### config.mk
export PLATFORM = sky130hd
export DESIGN_NAME = usb_rx_pkt_ctrl
export DESIGN_NICKNAME = d
export VERILOG_FILES = /design/src/rtl/usb_rx_pkt_ctrl.sv
export SDC_FILE = /design/constraint.sdc
export NUM_CORES = 1
export LEC_CHECK = 0
export CORE_ASPECT_RATIO = 1.25
export CORE_MARGIN = 1.5
export CORE_UTILIZATION = 50
export DETAILED_ROUTE_END_ITERATION = 12
export GPL_ROUTABILITY_DRIVEN = 0
export PLACE_DENSITY = 0.83
export SLEW_MARGIN = 40
export SYNTH_ARGS = -nofsm -noshare
export SYNTH_HDL_FRONTEND = slang
export SYNTH_SLANG_ARGS = --single-unit
export TNS_END_PERCENT = 10
### constraint.sdc
create_clock -name clk -period 3.6 [get_ports clk]
set_input_delay 0.36 -clock clk [delete_from_list [all_inputs] [get_ports clk]]
set_output_delay 0.36 -clock clk [all_outputs]
set_load 0.02 [all_outputs]
### src/rtl/usb_rx_pkt_ctrl.sv
// Packet sequencer behind the USB RX control unit: checks the PID byte, steers payload
// bytes into the RX FIFO, enforces the length limit and reports completion / error cause.
module usb_rx_pkt_ctrl #(
    parameter int MAX_BYTES = 64,
    localparam int CW = $clog2(MAX_BYTES + 1)
) (
    input  logic          clk,
    input  logic          n_rst,
    input  logic          rcving,
    input  logic          w_enable,
    input  logic          r_error,
    input  logic [7:0]    rcv_data,
    input  logic          fifo_full,
    output logic          fifo_wr,
    output logic [7:0]    fifo_wdata,
    output logic          fifo_clr,
    output logic [3:0]    pid,
    output logic          pid_valid,
    output logic [CW-1:0] byte_count,
    output logic          pkt_done,
    output logic [2:0]    pkt_err,
    output logic          busy
);

    typedef enum logic [2:0] {
        IDLE     = 3'd0,
        PID_WAIT = 3'd1,
        DATA     = 3'd2,
        DONE     = 3'd3,
        ERR      = 3'd4
    } state_t;

    localparam logic [2:0] ERR_LINE     = 3'd1;
    localparam logic [2:0] ERR_PID      = 3'd2;
    localparam logic [2:0] ERR_SHORT    = 3'd3;
    localparam logic [2:0] ERR_OVERFLOW = 3'd4;
    localparam logic [2:0] ERR_LENGTH   = 3'd5;

    localparam logic [CW-1:0] MAX_CNT = CW'(MAX_BYTES);

    state_t        state_reg, state_next;
    logic          rcving_q;
    logic          rise_pend_reg, rise_pend_next;
    logic          fifo_wr_reg, fifo_wr_next;
    logic [7:0]    fifo_wdata_reg, fifo_wdata_next;
    logic          fifo_clr_reg, fifo_clr_next;
    logic [3:0]    pid_reg, pid_next;
    logic          pid_valid_reg, pid_valid_next;
    logic [CW-1:0] byte_count_reg, byte_count_next;
    logic          pkt_done_reg, pkt_done_next;
    logic [2:0]    pkt_err_reg, pkt_err_next;
    logic          busy_reg, busy_next;

    logic          rcv_rise;
    logic          rcv_fall;
    logic          pid_ok;
    logic          enter_err;
    logic [2:0]    err_code;

    assign rcv_rise = rcving & ~rcving_q;
    assign rcv_fall = rcving_q & ~rcving;
    assign pid_ok   = (rcv_data[7:4] == ~rcv_data[3:0]);

    always_ff @(posedge clk) begin
        if (!n_rst) begin
            state_reg      <= IDLE;
            // Track the live line so a packet in flight at release is not seen as a new rise.
            rcving_q       <= rcving;
            rise_pend_reg  <= 1'b0;
            fifo_wr_reg    <= 1'b0;
            fifo_wdata_reg <= '0;
            fifo_clr_reg   <= 1'b0;
            pid_reg        <= '0;
            pid_valid_reg  <= 1'b0;
            byte_count_reg <= '0;
            pkt_done_reg   <= 1'b0;
            pkt_err_reg    <= '0;
            busy_reg       <= 1'b0;
        end else begin
            state_reg      <= state_next;
            rcving_q       <= rcving;
            rise_pend_reg  <= rise_pend_next;
            fifo_wr_reg    <= fifo_wr_next;
            fifo_wdata_reg <= fifo_wdata_next;
            fifo_clr_reg   <= fifo_clr_next;
            pid_reg        <= pid_next;
            pid_valid_reg  <= pid_valid_next;
            byte_count_reg <= byte_count_next;
            pkt_done_reg   <= pkt_done_next;
            pkt_err_reg    <= pkt_err_next;
            busy_reg       <= busy_next;
        end
    end

    always_comb begin
        state_next      = state_reg;
        rise_pend_next  = rise_pend_reg;
        fifo_wr_next    = 1'b0;
        fifo_wdata_next = fifo_wdata_reg;
        fifo_clr_next   = 1'b0;
        pid_next        = pid_reg;
        pid_valid_next  = pid_valid_reg;
        byte_count_next = byte_count_reg;
        pkt_done_next   = 1'b0;
        pkt_err_next    = pkt_err_reg;
        enter_err       = 1'b0;
        err_code        = '0;

        case (state_reg)
            IDLE: begin
                if (rcv_rise || rise_pend_reg) begin
                    state_next      = PID_WAIT;
                    rise_pend_next  = 1'b0;
                    pid_next        = '0;
                    pid_valid_next  = 1'b0;
                    byte_count_next = '0;
                    pkt_err_next    = '0;
                    fifo_clr_next   = 1'b1;
                end
            end

            PID_WAIT: begin
                if (r_error) begin
                    enter_err = 1'b1;
                    err_code  = ERR_LINE;
                end else if (w_enable) begin
                    if (pid_ok) begin
                        pid_next       = rcv_data[3:0];
                        pid_valid_next = 1'b1;
                        // A PID-only packet that ends on the PID strobe is still complete.
                        if (rcv_fall) begin
                            state_next    = DONE;
                            pkt_done_next = 1'b1;
                        end else begin
                            state_next = DATA;
                        end
                    end else begin
                        enter_err = 1'b1;
                        err_code  = ERR_PID;
                    end
                end else if (rcv_fall) begin
                    enter_err = 1'b1;
                    err_code  = ERR_SHORT;
                end
            end

            DATA: begin
                if (r_error) begin
                    enter_err = 1'b1;
                    err_code  = ERR_LINE;
                end else if (w_enable) begin
                    if (byte_count_reg == MAX_CNT) begin
                        enter_err = 1'b1;
                        err_code  = ERR_LENGTH;
                    end else if (fifo_full) begin
                        enter_err = 1'b1;
                        err_code  = ERR_OVERFLOW;
                    end else begin
                        fifo_wr_next    = 1'b1;
                        fifo_wdata_next = rcv_data;
                        byte_count_next = byte_count_reg + 1'b1;
                        if (rcv_fall) begin
                            state_next    = DONE;
                            pkt_done_next = 1'b1;
                        end
                    end
                end else if (rcv_fall) begin
                    state_next    = DONE;
                    pkt_done_next = 1'b1;
                end
            end

            DONE: begin
                state_next = IDLE;
                if (rcv_rise) rise_pend_next = 1'b1;
            end

            ERR: begin
                if (!rcving) begin
                    state_next    = IDLE;
                    pkt_done_next = 1'b1;
                end else if (rcv_rise) begin
                    rise_pend_next = 1'b1;
                end
            end

            default: state_next = IDLE;
        endcase

        if (enter_err) begin
            state_next     = ERR;
            pkt_err_next   = err_code;
            fifo_clr_next  = 1'b1;
            pid_valid_next = 1'b0;
        end
    end

    assign busy_next = (state_next != IDLE);

    assign fifo_wr    = fifo_wr_reg;
    assign fifo_wdata = fifo_wdata_reg;
    assign fifo_clr   = fifo_clr_reg;
    assign pid        = pid_reg;
    assign pid_valid  = pid_valid_reg;
    assign byte_count = byte_count_reg;
    assign pkt_done   = pkt_done_reg;
    assign pkt_err    = pkt_err_reg;
    assign busy       = busy_reg;

endmodule

==> impl_metrics.toml <==
[synth]
synth_top_area_share = 0.431
synth_area_leaders = "dfxtp_1 43%, mux2i_1 5.4%, xor2_1 5.3%"
synth-adder-area-share = 0.0168
synth_xor_area_frac = 0.0589
syn_inst = 161
synth_mux_area_frac = 0.0539
synth_compound_gate_area_share = 0.159
synth_area_mm2 = 0.00149
synth_cell_types = 41
yosys.area_share.simple = 0.238
yosysTopAreaCell = "dfxtp_1"
synth_seq_cells = 32
synth-edff-count = 0
yosysMostFrequentCell = "dfxtp_1"
synth_top_family_by_area = "simple AND/OR/NAND/NOR gates"
syn-num-nets = 177
async_flop_share = 0
synth-seq-area-share = 0.431
syn_area_per_cell_um2 = 9.23
synth_common_cells = "32 x dfxtp_1, 13 x nand2_1, 13 x nor2_1"
synth_ff_type = "dfxtp_1"
yosys_warnings = 0

[route]
route.vias.total = 1312
wl_mm = 3.30
ant_nets = 0
drt-pass1-iter-count = 4
drt-initial-drc-count = 44
route.detailed.drc = 0
viasPerCell = 5.61
wl_per_cell_um = 14.1

[global_routing]
gr-usage-met3 = 0.103
grt_pass1_wl_mm = 5.66
use_met2 = 0.377
grt_util_met1 = 0.264
grt_overflow = 0
grt_pass1_vias = 1269
grt_usage = 0.229
top_usage_layer = "met2"
grt_max_degree = 29
antenna_found_initial = 0

[critical_path]
critical_path_class = "input port to register"
crit_buf_inv = 1
arrival_ns = 2.47
critPathMaxStageDelay_ns = 0.74
critPathSlowestCell = "o2111a_1"
required_ns = 3.84
setup.worst_path.end_class = "register"
critPathTopFamily = "compound AO/OA/AOI/OAI gates"
crit_path_start_kind = "input port"
worstPathCellList = "clkdlybuf4s50_1 > nor2b_1 > o2111a_1 > nand4_1 > xor2_1 > nor2_1"
crit_fanout = 17

[die]
io_pins = 41
coreArea_mm2 = 0.00276
start_util = 0.539
rows = 21
dieArea_mm2 = 0.00331
die_w_um = 51.8
die_y_um = 64.0

[finish]
area_delta_synth_final_pct = 30.7
drive_above_1_share = 0.0800
final.fill_count = 228
multi_input_area_um2 = 787
regArea_um2 = 641
nets = 215
instances_no_fill = 234
num_antenna_cells = 0
largest_register_ffs = 8

[power_and_ir_drop]
power.density_mw_per_mm2 = 347
ir_drop_mv = 0.264
p_leak_nw = 0.658

[min_path]
min_path_type = "input port to register"

[flow_run]
maxCapViolations = 0

[clock_network]
clockBufferDepth = 2
cts_made_buffers = 5
clock_sinks = 32
cts.repair.resized = 0
cts_root_buffer = "clkbuf_4"
cts_hold_buffers = 0
htree_levels = 2
clock_latency_ns = 0.34
cts_tree = "built"
clk_pin_slew_ns = 0.10
cts_setup_buffers = 0

[sta]
finalHoldViolCount = 0
fin_setup_tns_ns = 0
fin_crit_sh = 0.620
fmax_mhz = 448
tightest_slew_ns = 0.754
finalSetupViolCount = 0
finalClockSkew_ns = 0.00822
holdWs_ns = 0.456
fin_crit_ns = 2.23
fin_ws_ns = 1.37
report.final.slew_viol_count = 0
grt_setup_unrepaired = "false"
relSlewSlack = 0.498

[placement]
post-dp-hpwl_mm = 2.33
dp.cells = 226
portBuffers = 40
place_ws_ns = 1.03

[run_status]
status = "finished, final reports clean"
[placed cells by master, fill, tap and decap left out, types with 5 or more instances in the layout]
cell type | netlist | final
nand2_1 | 13 | 13
nor2b_1 | 10 | 10
nor2_1 | 13 | 13
clkdlybuf4s50_1 | 0 | 39
nand3_1 | 5 | 5
xor2_1 | 9 | 9
clkbuf_4 | 0 | 5
mux2i_1 | 8 | 8
o211ai_1 | 6 | 6
dfxtp_1 | 32 | 32
a21boi_1 | 5 | 5
[worst reg2reg max path, delay by kind of cell, from the launching register on]
family,cells,cell delay (ns)
flip-flops,1,0.51
XOR/XNOR,1,0.19
AND/OR/NAND/NOR,3,0.66
AO/OA/AOI/OAI,1,0.75
[area by class of cell]
class,instances,area share
Clock buffer,6,0.0264
Clock inverter,2,0.00773
Inverter,3,0.00580
Multi-Input combinational cell,117,0.405
Sequential cell,32,0.330
Tap cell,34,0.0219
Timing Repair Buffer,40,0.203
[report_power, final]
part           leakage (nW)  total (mW)  internal [mW]  switching [mW]
combinational         0.369      0.0795         0.0366          0.0429
sequential            0.259       0.368          0.361         0.00700
clock                0.0305       0.227         0.0947           0.133
total                 0.658       0.674          0.492           0.182
[path summary, 6_finish.rpt]
| path | from | end | slack, ns | cells past startpoint |
|---|---|---|---|---|
| max | w_enable | byte_count[5] | 1.37 | 6 |
| min | n_rst | state_reg[2] | 0.46 | 2 |
| max reg2reg | state_reg[1] | byte_count[5] | 1.39 | 5 |
| min reg2reg | pkt_err[0] | pkt_err[0] | 0.49 | 2 |
[stage by stage]
stage                      util  power, mW  instance area (um2)
after global routing      0.704      0.705                 1940
after CTS                 0.705      0.678                 1940
after floorplan               -      0.420                 1490
final                     0.704      0.674                 1940
after global placement    0.681      0.453                 1880
after detailed placement  0.681      0.455                 1880
[routing by layer]
layer / wire, um / part of all wire
met2: 1670 / 0.51
met1: 1320 / 0.40
met4: 70 / 0.021
met3: 240 / 0.073
met5: 0 / 0
[kinds of logic after synthesis]
| family | Yosys count |
|---|---|
| multiplexers | 8 |
| AND/OR/NAND/NOR | 63 |
| buffers and inverters | 12 |
| XOR/XNOR | 10 |
| adder cells (fa/ha/maj) | 2 |
| flip-flops | 32 |
| AO/OA/AOI/OAI | 34 |
Note: power is estimated with default switching activity, not from simulation.
